### src/rtl/bn_pingpong_loader.sv
// bn_pingpong_loader
// Input loader for the 16384-point radix-16 memory-based FFT. It accepts one
// point per cycle and pairs each even/odd point into one memory word. The word
// is written to one of the 8 memories of bank BN0 or BN1. The two banks
// alternate frame by frame. The read side sees BN_sel/rd_valid and hands the
// bank back with rd_release.
//
// Ports:
//   clk, rst        clock, synchronous active-high reset
//   din/din_valid   input point and its valid; din_ready = write bank not full
//   mem_wdata/waddr write word and address shared by all 16 memories
//   bn0_wen/bn1_wen per-memory write enables (bit m = MEM m) for each bank
//   BN_sel          bank presented to the read side
//   rd_valid        bank BN_sel holds a complete frame
//   rd_release      read side has finished with bank BN_sel
//   frame_done      one-cycle pulse when a bank has been completely written
//
// Build option: define ADDR_BITREV_EN to write at the bit-reversed address.
// The first stage then reads in digit-reversed order.
module bn_pingpong_loader #(
    parameter int P_WIDTH    = 64,
    parameter int SD_WIDTH   = 128,
    parameter int SEG1       = 64,
    parameter int SEG2       = 128,
    parameter int ADDR_WIDTH = 10
) (
    input  logic                  clk,
    input  logic                  rst,
    input  logic [P_WIDTH-1:0]    din,
    input  logic                  din_valid,
    output logic                  din_ready,
    output logic [SD_WIDTH-1:0]   mem_wdata,
    output logic [ADDR_WIDTH-1:0] mem_waddr,
    output logic [7:0]            bn0_wen,
    output logic [7:0]            bn1_wen,
    output logic                  BN_sel,
    output logic                  rd_valid,
    input  logic                  rd_release,
    output logic                  frame_done
);
    localparam int KW = ADDR_WIDTH + 4;
    localparam logic [KW-1:0] K_MAX = '1;

    logic [KW-1:0]         k_q, k_d;
    logic [P_WIDTH-1:0]    hold_q, hold_d;
    logic                  wr_bank_q, wr_bank_d;
    logic [1:0]            full_q, full_d;
    logic                  sel_q, sel_d;
    logic                  rdv_q, rdv_d;
    logic                  fd_q, fd_d;
    logic [SD_WIDTH-1:0]   wdata_q, wdata_d;
    logic [ADDR_WIDTH-1:0] waddr_q, waddr_d;
    logic [7:0]            wen0_q, wen0_d, wen1_q, wen1_d;
    logic                  accept, last, rel_ok;

    function automatic logic [ADDR_WIDTH-1:0] map_addr(input logic [ADDR_WIDTH-1:0] a);
        logic [ADDR_WIDTH-1:0] r;
`ifdef ADDR_BITREV_EN
        for (int i = 0; i < ADDR_WIDTH; i++) r[i] = a[ADDR_WIDTH-1-i];
`else
        r = a;
`endif
        return r;
    endfunction

    assign din_ready  = ~full_q[wr_bank_q];
    assign mem_wdata  = wdata_q;
    assign mem_waddr  = waddr_q;
    assign bn0_wen    = wen0_q;
    assign bn1_wen    = wen1_q;
    assign BN_sel     = sel_q;
    assign rd_valid   = rdv_q;
    assign frame_done = fd_q;

    always_comb begin
        accept  = din_valid && din_ready;
        last    = accept && (k_q == K_MAX);
        rel_ok  = rd_release && rdv_q;
        k_d     = accept ? k_q + 1'b1 : k_q;   // wraps to 0 after the last point
        hold_d  = (accept && !k_q[0]) ? din : hold_q;
        wdata_d = wdata_q;
        waddr_d = waddr_q;
        wen0_d  = '0;
        wen1_d  = '0;
        if (accept && k_q[0]) begin
            wdata_d[SEG2-1:SEG1] = hold_q;
            wdata_d[SEG1-1:0]    = din;
            waddr_d = map_addr(k_q[KW-1:4]);
            if (wr_bank_q) wen1_d = 8'b1 << k_q[3:1];
            else           wen0_d = 8'b1 << k_q[3:1];
        end

        full_d    = full_q;
        wr_bank_d = wr_bank_q;
        sel_d     = sel_q;
        fd_d      = last;
        if (rel_ok) full_d[sel_q] = 1'b0;
        if (last) begin
            full_d[wr_bank_q] = 1'b1;
            wr_bank_d = ~wr_bank_q;
            if (!rdv_q) sel_d = wr_bank_q;
        end
        // Looking at full_d rather than full_q lets a release that coincides
        // with a completing frame move straight on to the newly filled bank.
        if (rel_ok && full_d[!sel_q]) sel_d = ~sel_q;
        rdv_d = full_d[sel_d];
    end

    always_ff @(posedge clk) begin
        if (rst) begin
            k_q       <= '0;
            hold_q    <= '0;
            wr_bank_q <= 1'b0;
            full_q    <= '0;
            sel_q     <= 1'b0;
            rdv_q     <= 1'b0;
            fd_q      <= 1'b0;
            wdata_q   <= '0;
            waddr_q   <= '0;
            wen0_q    <= '0;
            wen1_q    <= '0;
        end else begin
            k_q       <= k_d;
            hold_q    <= hold_d;
            wr_bank_q <= wr_bank_d;
            full_q    <= full_d;
            sel_q     <= sel_d;
            rdv_q     <= rdv_d;
            fd_q      <= fd_d;
            wdata_q   <= wdata_d;
            waddr_q   <= waddr_d;
            wen0_q    <= wen0_d;
            wen1_q    <= wen1_d;
        end
    end
endmodule

### config.mk
export PLATFORM = sky130hd
export DESIGN_NAME = bn_pingpong_loader
export DESIGN_NICKNAME = d
export VERILOG_FILES = /design/src/rtl/bn_pingpong_loader.sv
export SDC_FILE = /design/constraint.sdc
export NUM_CORES = 1
export LEC_CHECK = 0
export CORE_ASPECT_RATIO = 2
export CORE_MARGIN = 1.5
export CORE_UTILIZATION = 40
export DETAILED_ROUTE_END_ITERATION = 10
export PLACE_DENSITY = 0.71
export SLEW_MARGIN = 20
export SYNTH_ARGS = -nofsm -noshare
export SYNTH_HDL_FRONTEND = slang
export SYNTH_SLANG_ARGS = --single-unit
### constraint.sdc
create_clock -name clk -period 1.6 [get_ports clk]
set_input_delay 0.16 -clock clk [delete_from_list [all_inputs] [get_ports clk]]
set_output_delay 0.16 -clock clk [all_outputs]
set_load 0.01 [all_outputs]
# Word level (Yosys, flattened, before mapping)
# Index checks and enable logic that the tools add are counted.
totals:
  mem_bits_rw: 0
  rom_bits: 0
  memories: 0
  register_bits: 238
  latchBits: 0
  in_bits: 68
  wordCells: 54
  output_inout_bits: 158
classes:
  multipliers: 0
  n_mux: 15
  n_addsub: 1
  bitwise_logic: 7
  magnitude_cmp: 6
  shift: 1
  n_eq_ne: 1
  div: 0
  n_reduce_logical: 12
ops:
  columns: ["op", "count"]
  rows:
  - ["14-bit by 1-bit adder with 14-bit output (second input constant)", 1]
  - ["14-bit equality test (second input constant)", 1]
  - ["1-bit 2-to-1 mux", 11]
  - ["1-bit logical AND", 8]
  - ["1-bit by 2-bit less-than comparator with 1-bit output (second input constant)", 4]
  - ["1-bit by 3-bit left shift with 8-bit output (first input constant)", 1]
  - ["3-bit OR reduction", 2]
  - ["2-bit 2-to-1 mux", 2]
  - ["1-bit inverter", 4]
  - ["2-bit bitwise AND", 1]
  - ["1-bit demux with 1-bit select", 2]
  - ["1-bit greater-or-equal comparator (second input constant)", 2]
  - ["1-bit zero test", 2]
  - ["2-bit inverter", 1]
  - ["2-bit bitwise OR", 1]

# Longest topological paths before layout
# Gate-level depths: netlist of run 1.
depth:
  ltp_word: 15
  ltp_mapped: 8
  mapped_depth_nobuf: 6

# Least setup slack after synthesis of run 1
# OpenSTA, ideal clock, no wires.
synth_timing:
  kind: "flip-flop to flip-flop"
  from: "register k_q[0]"
  to: "register rdv_q (netlist: rd_valid)"
  stages_incl_launch_ff: 7
  setup_ps: 122
  path_slack_ps: -140
  required_ps: 1478
  arrival_time_ps: 1618
  path_buffers: 0
  cell_sequence: "dfxtp_1 ha_1 nand4_1 nor3_4 a21oi_1 a311o_1 o311a_1"
synth_via:
  elab_chain_cells: 9
synth_lines:
  columns: ["item", "line_no", "text"]
  rows:
  - ["start, declared", "44", "logic [KW-1:0] k_q, k_d;"]
  - ["start signal, assigned", "123", "k_q <= k_d;"]
  - ["14-bit equality test *", "77", "last = accept && (k_q == K_MAX);"]
  - ["1-bit logical AND *", "77", null]
  - ["2-bit 2-to-1 mux", "98", "if (last) begin"]
  - ["1-bit 2-to-1 mux (implied by the code) (2 in series)", "105", "if (rel_ok && full_d[!sel_q]) sel_d = ~sel_q;"]
  - ["1-bit logical AND", "105", null]
  - ["1-bit 2-to-1 mux", "105", null]
  - ["1-bit 2-to-1 mux (implied by the code) * (2 in series)", "106", "rdv_d = full_d[sel_d];"]
  - ["end signal, assigned", "128", "rdv_q <= rdv_d;"]
  - ["end, declared", "49", "logic rdv_q, rdv_d;"]
# Every way passes the cells marked *; elsewhere a longest branch is shown, timed or not. The select of a mux whose other input is x is not followed.
# A chain may end at the register's enable or synchronous reset.

# Final worst setup path of run 1
layout_timing:
  from: "register wr_bank_q"
  to: "register wdata_q[106] (netlist: mem_wdata[106])"
layout_via:
  elab_chain_cells: 5
layout_lines:
  columns: ["item", "line_no", "text"]
  rows:
  - ["start, declared", "46", "logic wr_bank_q, wr_bank_d;"]
  - ["start signal, assigned", "125", "wr_bank_q <= wr_bank_d;"]
  - ["1-bit 2-to-1 mux (implied by the code) (2 in series)", "66", "assign din_ready = ~full_q[wr_bank_q];"]
  - ["1-bit inverter", "66", null]
  - ["1-bit logical AND", "76", "accept = din_valid && din_ready;"]
  - ["1-bit logical AND", "85", "if (accept && k_q[0]) begin"]
  - ["end signal, assigned", "130", "wdata_q <= wdata_d;"]
  - ["end, declared", "51", "logic [SD_WIDTH-1:0] wdata_q, wdata_d;"]
# No other way between the ends. The select of a mux whose other input is x is not followed.

==> results of run 1 <==
-- worst max-delay path, delay by kind of cell (launching register included) --
| kind | cells | cell delay [ns] |
|---|---|---|
| flops | 1 | 0.34 |
| compound gates | 1 | 0.14 |
| mux | 1 | 0.33 |
| simple gates | 2 | 0.37 |
| buf+inv | 3 | 0.42 |
-- stage by stage --
step	total power, W	util [%]
2_1_floorplan	0.00682	-
5_1_grt	0.0134	61.5
3_3_place_gp	0.00738	54.8
4_1_cts	0.0129	59.1
3_5_place_dp	0.00740	54.8
6_report	0.0130	61.5
-- power groups by stage --
stage,Sequential (W),Combinational [W],Clock (W)
finish,0.00619,0.00126,0.00552
global route,0.00621,0.00135,0.00587
CTS,0.00619,0.00110,0.00565
detailed placement,0.00633,0.00107,0
global placement,0.00632,0.00106,0
floorplan,0.00636,0.000461,0
-- sequential cells by signal, indices dropped and copies added (netlist names) --
| name | count |
|---|---|
| BN_sel | 1 |
| bn0_wen | 8 |
| bn1_wen | 8 |
| frame_done | 1 |
| full_q | 2 |
| hold_q | 64 |
| k_q | 14 |
| mem_waddr | 10 |
| mem_wdata | 128 |
| rd_valid | 1 |
| wr_bank_q | 1 |
-- cells in the final DEF (no fill, tap or decap), drive strengths merged, types with 4 or more instances in the layout --
cell and instances:
nand2 417, dfxtp 238, a21oi 208, clkdlybuf4s50 202, buf 63, nor2 36, clkbuf 32, dlygate4sd2 20
xnor2 9, nand3 7, inv 5, nand4 4, nor4 4, nor3 4
-- Yosys cell counts, types with 2 or more instances --
| cell type | instances | area [µm²] |
|---|---|---|
| nand2_1 | 417 | 1570 |
| dfxtp_1 | 238 | 4760 |
| a21oi_1 | 208 | 1040 |
| nor2_1 | 35 | 131 |
| clkbuf_1 | 28 | 105 |
| buf_2 | 26 | 130 |
| buf_4 | 16 | 120 |
| xnor2_1 | 9 | 78.8 |
| nand3_1 | 7 | 35.0 |
| inv_1 | 4 | 15.0 |
| nor4_1 | 4 | 25.0 |
| a31oi_1 | 3 | 18.8 |
| nand3b_1 | 3 | 22.5 |
| nor3_1 | 3 | 15.0 |
| o21ai_0 | 3 | 15.0 |
| or3_1 | 3 | 18.8 |
| a32oi_1 | 2 | 17.5 |
| and3_1 | 2 | 12.5 |
| nand4_1 | 2 | 12.5 |
| nand4_2 | 2 | 25.0 |
| or2_1 | 2 | 12.5 |
| xor2_1 | 2 | 17.5 |
-- area by class of cell --
cell class	count	share of cell area (%)
Timing Repair Buffer	290	24.7
Multi-Input combinational cell	717	28.3
Sequential cell	238	38.1
Inverter	5	0.190
Tap cell	266	2.66
Clock buffer	28	5.07
Clock inverter	8	0.989
Antenna cell	1	0.0200
-- metal layers --
layer  vias up  global-route usage, %  share of wire [%]
met1      3638                   20.9                 35
met3        50                   3.14                3.9
li1       3811                      -                  -
met2       193                   42.2                 58
met5         -                      0                  0
met4         0                   8.56                3.6
-- timing repair --
item / 4_1_cts / 5_1_grt
hold buffers: 0 / 0
setup endpoints to repair: 175 / 257
buffers inserted: 3 / 3
resized for setup: 49 / 85
cloned: 1 / 7
pin swaps: 7 / 14
-- path summary, 6_finish.rpt --
| kind | from | to | slack (ns) | depth (start not counted) |
|---|---|---|---|---|
| setup / recovery | wr_bank_q | mem_wdata[106] | -0.12 | 7 |
| hold / removal | rst | k_q[11] | 0.08 | 2 |
| setup reg to reg | wr_bank_q | mem_wdata[106] | -0.12 | 7 |
| hold reg to reg | hold_q[28] | mem_wdata[92] | 0.45 | 2 |
-- logic make-up (layout without fill, tap and decap cells) --
kind of cell / after synthesis / in the layout / share of synthesized area [%]
fa+ha+maj: 1 / 1 / 0.150
flops: 238 / 238 / 57.3
other cells: 0 / 1 / 0
simple gates: 484 / 484 / 23.1
buf+inv: 75 / 331 / 4.51
xor+xnor: 11 / 11 / 1.16
compound gates: 220 / 220 / 13.6
mux: 1 / 1 / 0.181
==> impl_results.md, run 1 <==
* Clock-pin slew on the worst setup and hold paths at 0.06 ns
* Fin crit share at 107%
* Net Sw Frac at 23.0%
* Vert. Die Dim at 207 µm
* Die W at 105 µm
* Yosys reg bits at 238
* Die footprint at 21700 µm²
* Synth Flop Type: dfxtp_1
* Post-Route WL at 25100 µm
* Crit. End Element: flip-flop
* Initial antenna violation count at 1
* Area Growth Syn to Fin at 50.7%
* Crit path arrival time at 2.15 ns
* Slew HR at 65.3%
* CP Cell Sequence: mux2_4, clkinv_4, buf_6, and3_4, buf_16, nand2_1, a21oi_2
* Area of the multi-input gates at 3540 µm²
* Unrepaired setup endpoints after global routing: yes
* Sequential fraction of the synthesis area at 57.3%
* Crit path max fanout at 60
* Hold slack final at 0.0834 ns
* CP max-delay cell: dfxtp_2
* Setup TNS at -7.09 ns
* Placed cell area at 11200 µm²
* Num CTS Buffers at 22
* Starting Density at 40.8%
* Placed cells at 1502
* Clk_skew at 0.00975 ns
* TritonCTS clock tree: yes
* Clk network pwr share at 42.6%
* CP required at 2.03 ns
* # nets final at 1343
* CP startpoint kind: flip-flop
* Synth cell types at 33
* Row cnt at 74
* Detailed-route wire length per cell at 16.1 µm
* Final setup fails at 206
* Crit Path Category: reg -> reg
* Iter 0 DRT Violations at 262
* Core Footprint at 20400 µm²
* Slew @ Worst Pin at 0.521 ns
* Synthesized net count at 1099
* Routed vias at 7692
* Hold Path Class: in -> reg
* Max VDD drop at 0.803 mV
* Sequential power share at 47.7%
* Pin count of the biggest net entering global routing at 61
* Clk_lat worst skew at 0.51 ns
* Worst stage delay on the critical path at 0.34 ns
* Failing checks: negative setup slack
* Share of cells above drive strength 1 at 15.8%
* # DRC at 0
* Async SR Flop Fraction at 0%
* Layout fillers at 1776
* Total Routing Usage GR at 20.9%
* Top-Level Pins at 226
* Max Clock Freq at 0.581 GHz
* Fin. Hold Viols at 0
* Logic pwr share at 9.7%
* Synthesized instance count at 1030
* Clock Path Buffers at 3
* Internal power at 0.00999 W
* 1st-pass router iterations at 4
* Max_cap viols at 0
* Total congestion overflow at 0
* Final worst setup slack at -0.120 ns
* Average size of a mapped cell at 8.07 µm²
* Post-DR vias/cell at 4.95
* Cell Area, Synth at 8310 µm²
* Net Sw Power at 0.00298 W
* Outcome: finished, violations left
* First-pass GRT wire length at 36700 µm
* CTS root buf: clkbuf_16
* Placer Congestion at 0.841
* Max Transition Viols Final at 0
* Leakage Power at 4.50 nW
* Number of global-route vias before repair at 7312
* Number of clock sinks at 238
* Ys Warns at 0
* CTS H-Tree Depth at 1
* Sequential cell area at 4770 µm²
* Final cell count without fillers at 1553
* Routed Antenna Nets at 0
* Post-place setup slack at -0.209 ns
* EDFF count, synth at 0
* Fin crit period at 1.72 ns
* Power Dens Cells at 1040 nW/µm²
* Final instance area at 12500 µm²
* Buffers added on ports at 225
* Post-DP HPWL at 16000 µm
(Power assumes the default switching activity.)
==> run 2, diff against run 1 <==
Settings changed: ABC_AREA from default to 1.
==> run 2 against run 1 <==
  * Sequential share of layout area increased by 1.9 points
  * Routed wire length shrank 6.7%
  * Via count down 3.5%
  * Critical endpoint is now mem_wdata[116]
  * Register-to-register slack improved by 0.17 ns
  * Total power down 6.1%
  * Clock power shrank 13%
  * Die area is 0.66% lower
  * First-iteration DRC count fell by 12%
  * Synthesized cell count is 3.0% lower
  * The flow now finishes without violations
  * Synthesized area fell by 0.68%
  * Largest power group unchanged
  * Clock-buffer cell count unchanged
==> impl_results.md, run 2 <==
* Hold Path Class: in -> reg (unchanged)
* CP startpoint kind: flip-flop (unchanged)
* Crit path arrival time at 1.41 ns (was 2.15 ns)
* Num CTS Buffers at 21 (was 22)
* CP Buf/Inv Count at 1 (was 3)
* Global route hottest layer: met2 (unchanged)
* Final worst setup slack at 0.0279 ns (was -0.120 ns)
* Cell Area, Synth at 8260 µm² (was 8310 µm²)
* Max VDD drop at 0.828 mV (was 0.803 mV)
* Row cnt at 74 (unchanged)
* Clk_skew at 0.00453 ns (was 0.00975 ns)
* RR Endpoint: mem_wdata[1] (was mem_wdata[106])
* Hold Path Origin: din[45] (was rst)
* Sequential fraction of the synthesis area at 57.7% (was 57.3%)
* Slew @ Worst Pin at 0.398 ns (was 0.521 ns)
* Routed Antenna Nets at 0 (unchanged)
* Core Footprint at 20400 µm² (unchanged)
* Synthesized net count at 1068 (was 1099)
* Most numerous cell in the Yosys netlist: dfxtp_1 (was nand2_1)
* Most common cell after layout, fill and taps aside: dfxtp_1 (was nand2_1)
* CP Cell Sequence: clkdlybuf4s50_1 (was mux2_4, clkinv_4, buf_6, and3_4, buf_16, nand2_1, a21oi_2)
* Unrepaired setup endpoints after global routing: yes (unchanged)
* Yosys reg bits at 238 (unchanged)
* List of most frequent post-synthesis cells: dfxtp_1, nand2_1, nand3_1 (was nand2_1, dfxtp_1, a21oi_1)
* WHS Path Cells at 3 (was 2)
* Setup slack, reg-to-reg at 0.05 ns (was -0.12 ns)
* Fin crit period at 1.57 ns (was 1.72 ns)
* Fin crit share at 98.3% (was 107%)
* Starting Density at 40.5% (was 40.8%)
* Synth cell types at 24 (was 33)
* TritonCTS clock tree: yes (unchanged)
* Placer Congestion at 0.817 (was 0.841)
* Power, Total at 0.0122 W (was 0.0130 W)
* First-pass GRT wire length at 35900 µm (was 36700 µm)
* CP max-delay cell: clkdlybuf4s50_1 (was dfxtp_2)
* Most frequent cells in the layout: dfxtp_1, clkdlybuf4s50_1, nand2_1 (was nand2_1, dfxtp_1, clkdlybuf4s50_1)
* Clk_lat worst skew at 0.49 ns (was 0.51 ns)
* Crit. End Element: output port (was flip-flop)
* Post-place setup slack at -0.198 ns (was -0.209 ns)
* Die W at 105 µm (about the same)
* Power Dens Cells at 1020 nW/µm² (was 1040 nW/µm²)
* Met2 Track Usage GR at 38.2% (was 42.2%)
* Total Routing Usage GR at 20.3% (was 20.9%)
* Clock Path Buffers at 3 (unchanged)
* Max Clock Freq at 0.636 GHz (was 0.581 GHz)
* Worst hold path endpoint: mem_wdata[45] (was k_q[11])
* Slew HR at 73.4% (was 65.3%)
* Initial antenna violation count at 1 (unchanged)
* 1st-pass router iterations at 5 (was 4)
* Detailed-route wire length per cell at 15.5 µm (was 16.1 µm)
* Post-Route WL at 23400 µm (was 25100 µm)
* # diodes at 0 (was 1)
* Final setup fails at 0 (was 206)
* Iter 0 DRT Violations at 230 (was 262)
* Reg2Reg Launch Point: wr_bank_q (unchanged)
* Synth Flop Type: dfxtp_1 (unchanged)
* EDFF count, synth at 0 (unchanged)
* Crit Path Category: reg -> out (was reg -> reg)
* Largest register FFs at 128 (unchanged)
* GRT met3 Usage at 3.15% (was 3.14%)
* Area Growth Syn to Fin at 44.5% (was 50.7%)
* Share of cells above drive strength 1 at 9.41% (was 15.8%)
* Vert. Die Dim at 206 µm (was 207 µm)
* Max_cap viols at 0 (unchanged)
* Yosys top cell area share at 57.7% (was 57.3%)
* Clock-pin slew on the worst setup and hold paths at 0.07 ns (was 0.06 ns)
* Leakage Power at 5.16 nW (was 4.50 nW)
* Met1 usage at 21.7% (was 20.9%)
* Average size of a mapped cell at 8.27 µm² (was 8.07 µm²)
* Total congestion overflow at 0 (unchanged)
* # nets final at 1303 (was 1343)
* CTS root buf: clkbuf_16 (unchanged)
* Outcome: finished, final reports clean (was finished, violations left)
* Max Transition Viols Final at 0 (unchanged)
* Fin. Hold Viols at 0 (unchanged)
* Post-DR vias/cell at 4.92 (was 4.95)
* Buffers added on ports at 225 (unchanged)
* CP required at 1.44 ns (was 2.03 ns)
* Die footprint at 21600 µm² (was 21700 µm²)
* # DRC at 0 (unchanged)
* Pin count of the biggest net entering global routing at 66 (was 61)
* Number of global-route vias before repair at 7185 (was 7312)
* Synthesized instance count at 999 (was 1030)
* Routed vias at 7426 (was 7692)
* Async SR Flop Fraction at 0% (unchanged)
* Post-DP HPWL at 15600 µm (was 16000 µm)
* Crit path max fanout at 2 (was 60)
* Number of clock sinks at 238 (unchanged)
* CTS H-Tree Depth at 1 (unchanged)
* Worst stage delay on the critical path at 0.59 ns (was 0.34 ns)
* Post-synth top area cell: dfxtp_1 (unchanged)
* Top-Level Pins at 226 (unchanged)
* Synth area leaders: dfxtp_1, nand3_1, nand2_1 (was dfxtp_1, nand2_1, a21oi_1)
* Reg2reg path depth at 9 (was 7)
* CP delay by family, top: buffers and inverters (unchanged)
* Ys Warns at 0 (unchanged)
==> run 2: cell types whose count changed after synthesis, moves of 13 or more <==
| cell | before | now |
|---|---|---|
| inv_1 | 4 | 92 |
| clkbuf_1 | 28 | 15 |
| nand3_1 | 7 | 154 |
| nand2_1 | 417 | 175 |
| buf_4 | 16 | 2 |
| o21ai_1 | 0 | 66 |
| o21ai_0 | 3 | 79 |
| a21oi_1 | 208 | 76 |
==> run 2: worst min-delay path: stages <==
cell             delay (ns)
clkdlybuf4s50_1        0.41
nand2_1                0.07
nand2_1                0.04
==> run 2: layer usage <==
metal	vias up	share of wire, %
met1	3419	36
met3	66	4.4
li1	3730	-
met2	209	54
met4	2	5.3
met5	-	0.056
==> run 2: per-stage QoR <==
| stage | instances | utilization, % | hold WS [ns] | area [µm²] | TNS [ns] |
|---|---|---|---|---|---|
| floorplan | 999 | - | 0.263 | 8260 | 0 |
| global placement | 1464 | 53.9 | 0.433 | 11000 | -14.08 |
| detailed placement | 1464 | 53.9 | 0.438 | 11000 | -21.56 |
| CTS | 1498 | 57.0 | 0.215 | 11600 | 0 |
| global route | 1509 | 58.6 | 0.241 | 11900 | -1.21 |
| finish | 1509 | 58.6 | 0.227 | 11900 | 0 |
==> run 2: timing repair <==
item                                    in CTS  in global routing
setup buffers                                2                  5
gates resized for setup                     22                 54
pin swaps                                    1                  7
endpoints found under the setup margin      92                106
hold endpoints to repair                     0                  0
cloned                                       0                  6
hold buffers                                 0                  0
==> run 2: kinds of logic (layout without fill, tap and decap cells) <==
kind of cell,Yosys count,count (layout),share of synthesized area (%)
xor gates and xnor gates,1,1,0.106
buffers and inverters,163,407,8.65
AOI/OAI and AO/OA,222,222,13.5
DFF,238,238,57.7
adders and majority gates,1,1,0.151
and+or+nand+nor,374,374,19.9
==> run 2: power by group <==
| part | switching (W) | internal [W] | total (W) |
|---|---|---|---|
| clock | 0.00211 | 0.00269 | 0.00480 |
| sequential | 0.0000885 | 0.00616 | 0.00624 |
| combinational | 0.000593 | 0.000540 | 0.00113 |
| total | 0.00279 | 0.00939 | 0.0122 |
==> run 2: how the worst max path moves through the flow <==
| stage | startpoint | end | slack (ns) | cells past startpoint |
|---|---|---|---|---|
| floorplan | k_q[1] | rd_valid | 0.09 | 12 |
| global placement | din_valid | k_q[3] | -0.17 | 7 |
| detailed placement | din_valid | mem_wdata[115] | -0.20 | 8 |
| CTS | k_q[1] | rd_valid | 0.002 | 13 |
| global route | wr_bank_q | mem_wdata[61] | -0.05 | 9 |
| finish | mem_wdata[116] | mem_wdata[116] | 0.03 | 1 |
==> run 2: layout make-up <==
class,instances,area [µm²]
fillers,1845,8430
flip-flops and latches,238,4770
repair buffers,280,2960
multi-input cells,598,2880
clock buffers,28,582
inverters,95,367
well taps,266,333
clock inverters,4,45.0
==> run 3, diff against run 2 <==
Settings changed: CTS_CLUSTER_SIZE from default to 12.
==> run 3 against run 2 <==
  * Highest routed layer unchanged
  * Sequential power about the same
  * Cell area increased by 1.6%
  * Critical endpoint is now mem_wdata[0]
  * Critical path depth increased by 9
  * Total power decreased by 0.82%
  * Non-clock buffer count increased by 6
==> impl_results.md, run 3 (same netlist as run 2, synthesis figures left out) <==
* Outcome: finished, final reports clean (unchanged)
* CP Buf/Inv Count at 4 (was 1)
* Hold Path Class: in -> reg (unchanged)
* Num CTS Buffers at 23 (was 21)
* Fin crit share at 99.3% (was 98.3%)
* Vert. Die Dim at 206 µm (unchanged)
* Max_cap viols at 0 (unchanged)
* Most frequent cells in the layout: dfxtp_1, clkdlybuf4s50_1, nand3_1 (was dfxtp_1, clkdlybuf4s50_1, nand2_1)
* Fin. Hold Viols at 0 (unchanged)
* Number of clock sinks at 238 (unchanged)
* Clock-pin slew on the worst setup and hold paths at 0.06 ns (was 0.07 ns)
* Routed vias at 7446 (was 7426)
* Sequential cell area at 4770 µm² (about the same)
* Share of cells above drive strength 1 at 12.9% (was 9.41%)
* Post-DR vias/cell at 4.93 (was 4.92)
* Slew @ Worst Pin at 0.404 ns (was 0.398 ns)
* Clk_lat worst skew at 0.50 ns (was 0.49 ns)
* Area Growth Syn to Fin at 46.9% (was 44.5%)
* Row cnt at 74 (unchanged)
* Detailed-route wire length per cell at 15.9 µm (was 15.5 µm)
* Unrepaired setup endpoints after global routing: yes (unchanged)
* Net Sw Power at 0.00282 W (was 0.00279 W)
* Buffers added on ports at 225 (unchanged)
* Crit path arrival time at 2.02 ns (was 1.41 ns)
* Net Sw Frac at 23.4% (was 22.9%)
* CTS H-Tree Depth at 1 (unchanged)
* Worst stage delay on the critical path at 0.37 ns (was 0.59 ns)
* RR Endpoint: mem_wdata[0] (was mem_wdata[1])
* CP Cell Sequence: inv_6, nand2_4, nand3_4, nor2_4, inv_4, nor2_4, buf_12, clkbuf_16, nand2_1, nand2_1 (was clkdlybuf4s50_1)
* CP startpoint kind: flip-flop (unchanged)
* Worst Setup EP: mem_wdata[0] (was mem_wdata[116])
* Reg2Reg Launch Point: wr_bank_q (unchanged)
* Initial antenna violation count at 2 (was 1)
* Number of global-route vias before repair at 7200 (was 7185)
* Post-DP HPWL at 15600 µm (unchanged)
* Routed Antenna Nets at 0 (unchanged)
* Critical path depth at 10 (was 1)
* CP max-delay cell: dfxtp_4 (was clkdlybuf4s50_1)
* Logic pwr share at 9.7% (was 9.3%)
* Max Transition Viols Final at 0 (unchanged)
* First-pass GRT wire length at 35900 µm (about the same)
* Post-Route WL at 24100 µm (was 23400 µm)
* Reg2reg path depth at 10 (was 9)
* Most common cell after layout, fill and taps aside: dfxtp_1 (unchanged)
* CTS root buf: clkbuf_16 (unchanged)
* Core Footprint at 20400 µm² (unchanged)
* Die W at 105 µm (unchanged)
* Clock Path Buffers at 3 (unchanged)
* Starting Density at 40.5% (unchanged)
* # nets final at 1311 (was 1303)
* Final setup fails at 0 (unchanged)
* Fin crit period at 1.59 ns (was 1.57 ns)
* Sequential power share at 51.7% (was 51.3%)
* Power Dens Cells at 996 nW/µm² (was 1020 nW/µm²)
* Placer Congestion at 0.817 (unchanged)
* CP required at 2.04 ns (was 1.44 ns)
* CP delay by family, top: simple AND/OR/NAND/NOR gates (was buffers and inverters)
* # DRC at 0 (unchanged)
* Internal power at 0.00926 W (was 0.00939 W)
* Pin count of the biggest net entering global routing at 66 (unchanged)
* Total Routing Usage GR at 20.3% (about the same)
* Leakage Power at 5.33 nW (was 5.16 nW)
* Hold buffer count at CTS at 0 (unchanged)
* Clk network pwr share at 38.6% (was 39.4%)
* Total congestion overflow at 0 (unchanged)
* Iter 0 DRT Violations at 245 (was 230)
* Max VDD drop at 0.786 mV (was 0.828 mV)
* Max Clock Freq at 0.630 GHz (was 0.636 GHz)
* Layout fillers at 1817 (was 1845)
* Crit Path Category: reg -> reg (was reg -> out)
* Largest register FFs at 128 (unchanged)
* Hold slack final at 0.228 ns (was 0.227 ns)
* Top-Level Pins at 226 (unchanged)
* Die footprint at 21600 µm² (unchanged)
* Clk_skew at 0.00651 ns (was 0.00453 ns)
* Crit. End Element: flip-flop (was output port)
* Crit path max fanout at 7 (was 2)
* Setup TNS at 0 ns (unchanged)
* Slew HR at 73.1% (was 73.4%)
* 1st-pass router iterations at 6 (was 5)
* Setup slack, reg-to-reg at 0.01 ns (was 0.05 ns)
* Area of the multi-input gates at 3020 µm² (was 2880 µm²)
* Crit path from: wr_bank_q (was mem_wdata[116])
* TritonCTS clock tree: yes (unchanged)
## run 3: cell count changes in the layout (fill, tap and decap cells not counted), sizes merged, moves of 2 or more
cell / before / now
clkdlybuf4s50: 188 / 182
dlymetal6s2s: 20 / 24
clkinv: 3 / 0
buf: 51 / 55
dlygate4sd2: 17 / 19
## run 3: worst min-delay path by stage
stage | start | to | slack [ns] | depth (start not counted)
final | din[42] | mem_wdata[42] | 0.23 | 3
after CTS | din[14] | mem_wdata[14] | 0.21 | 3
after global routing | din[35] | mem_wdata[35] | 0.24 | 3
after detailed placement | hold_q[46] | hold_q[46] | 0.44 | 2
after global placement | hold_q[47] | hold_q[47] | 0.43 | 2
after floorplan | din[0] | mem_wdata[0] | 0.26 | 2
## run 3: metal layers
metal / part of all wire, % / track usage (%)
met4: 4.8 / 11.2
met5: 0.054 / 0
met1: 36 / 21.3
met3: 4.4 / 3.63
met2: 55 / 37.9
## run 3: final cells by class
type | count | share of cell area, %
sequential | 238 | 39.3
tap | 266 | 2.74
multi-input combinational | 598 | 24.9
inverter | 95 | 3.04
clock buffer | 25 | 4.81
antenna | 1 | 0.0206
timing repair buffer | 286 | 25.2
## run 3: timing repair
item                       4_1_cts  5_1_grt
pin swaps                        1        9
buffers inserted                 2        8
setup endpoints to repair       91      178
gates resized for setup         23      121
gates cloned                     0        9
## run 3: stage by stage
| step | util (%) | area [µm²] | instances | setup WS [ns] | total power (W) |
|---|---|---|---|---|---|
| finish | 59.6 | 12100 | 1509 | 0.0120 | 0.0121 |
| CTS | 56.8 | 11600 | 1491 | -0.0108 | 0.0121 |
| detailed placement | 53.9 | 11000 | 1464 | -0.198 | 0.00747 |
| global placement | 53.9 | 11000 | 1464 | -0.170 | 0.00745 |
| floorplan | - | 8260 | 999 | 0.0948 | 0.00688 |
| global route | 59.6 | 12100 | 1509 | -0.0565 | 0.0125 |
## run 3: worst min-delay path, stage by stage
cell	delay, ns
clkdlybuf4s50_1	0.41
nand2_1	0.07
nand2_1	0.04
## run 3: power groups by stage
stage | combinational [W] | sequential (W) | clock (W)
floorplan | 0.000472 | 0.00641 | 0
global placement | 0.00108 | 0.00637 | 0
detailed placement | 0.00110 | 0.00638 | 0
CTS | 0.00110 | 0.00625 | 0.00478
global route | 0.00129 | 0.00627 | 0.00498
finish | 0.00117 | 0.00625 | 0.00466
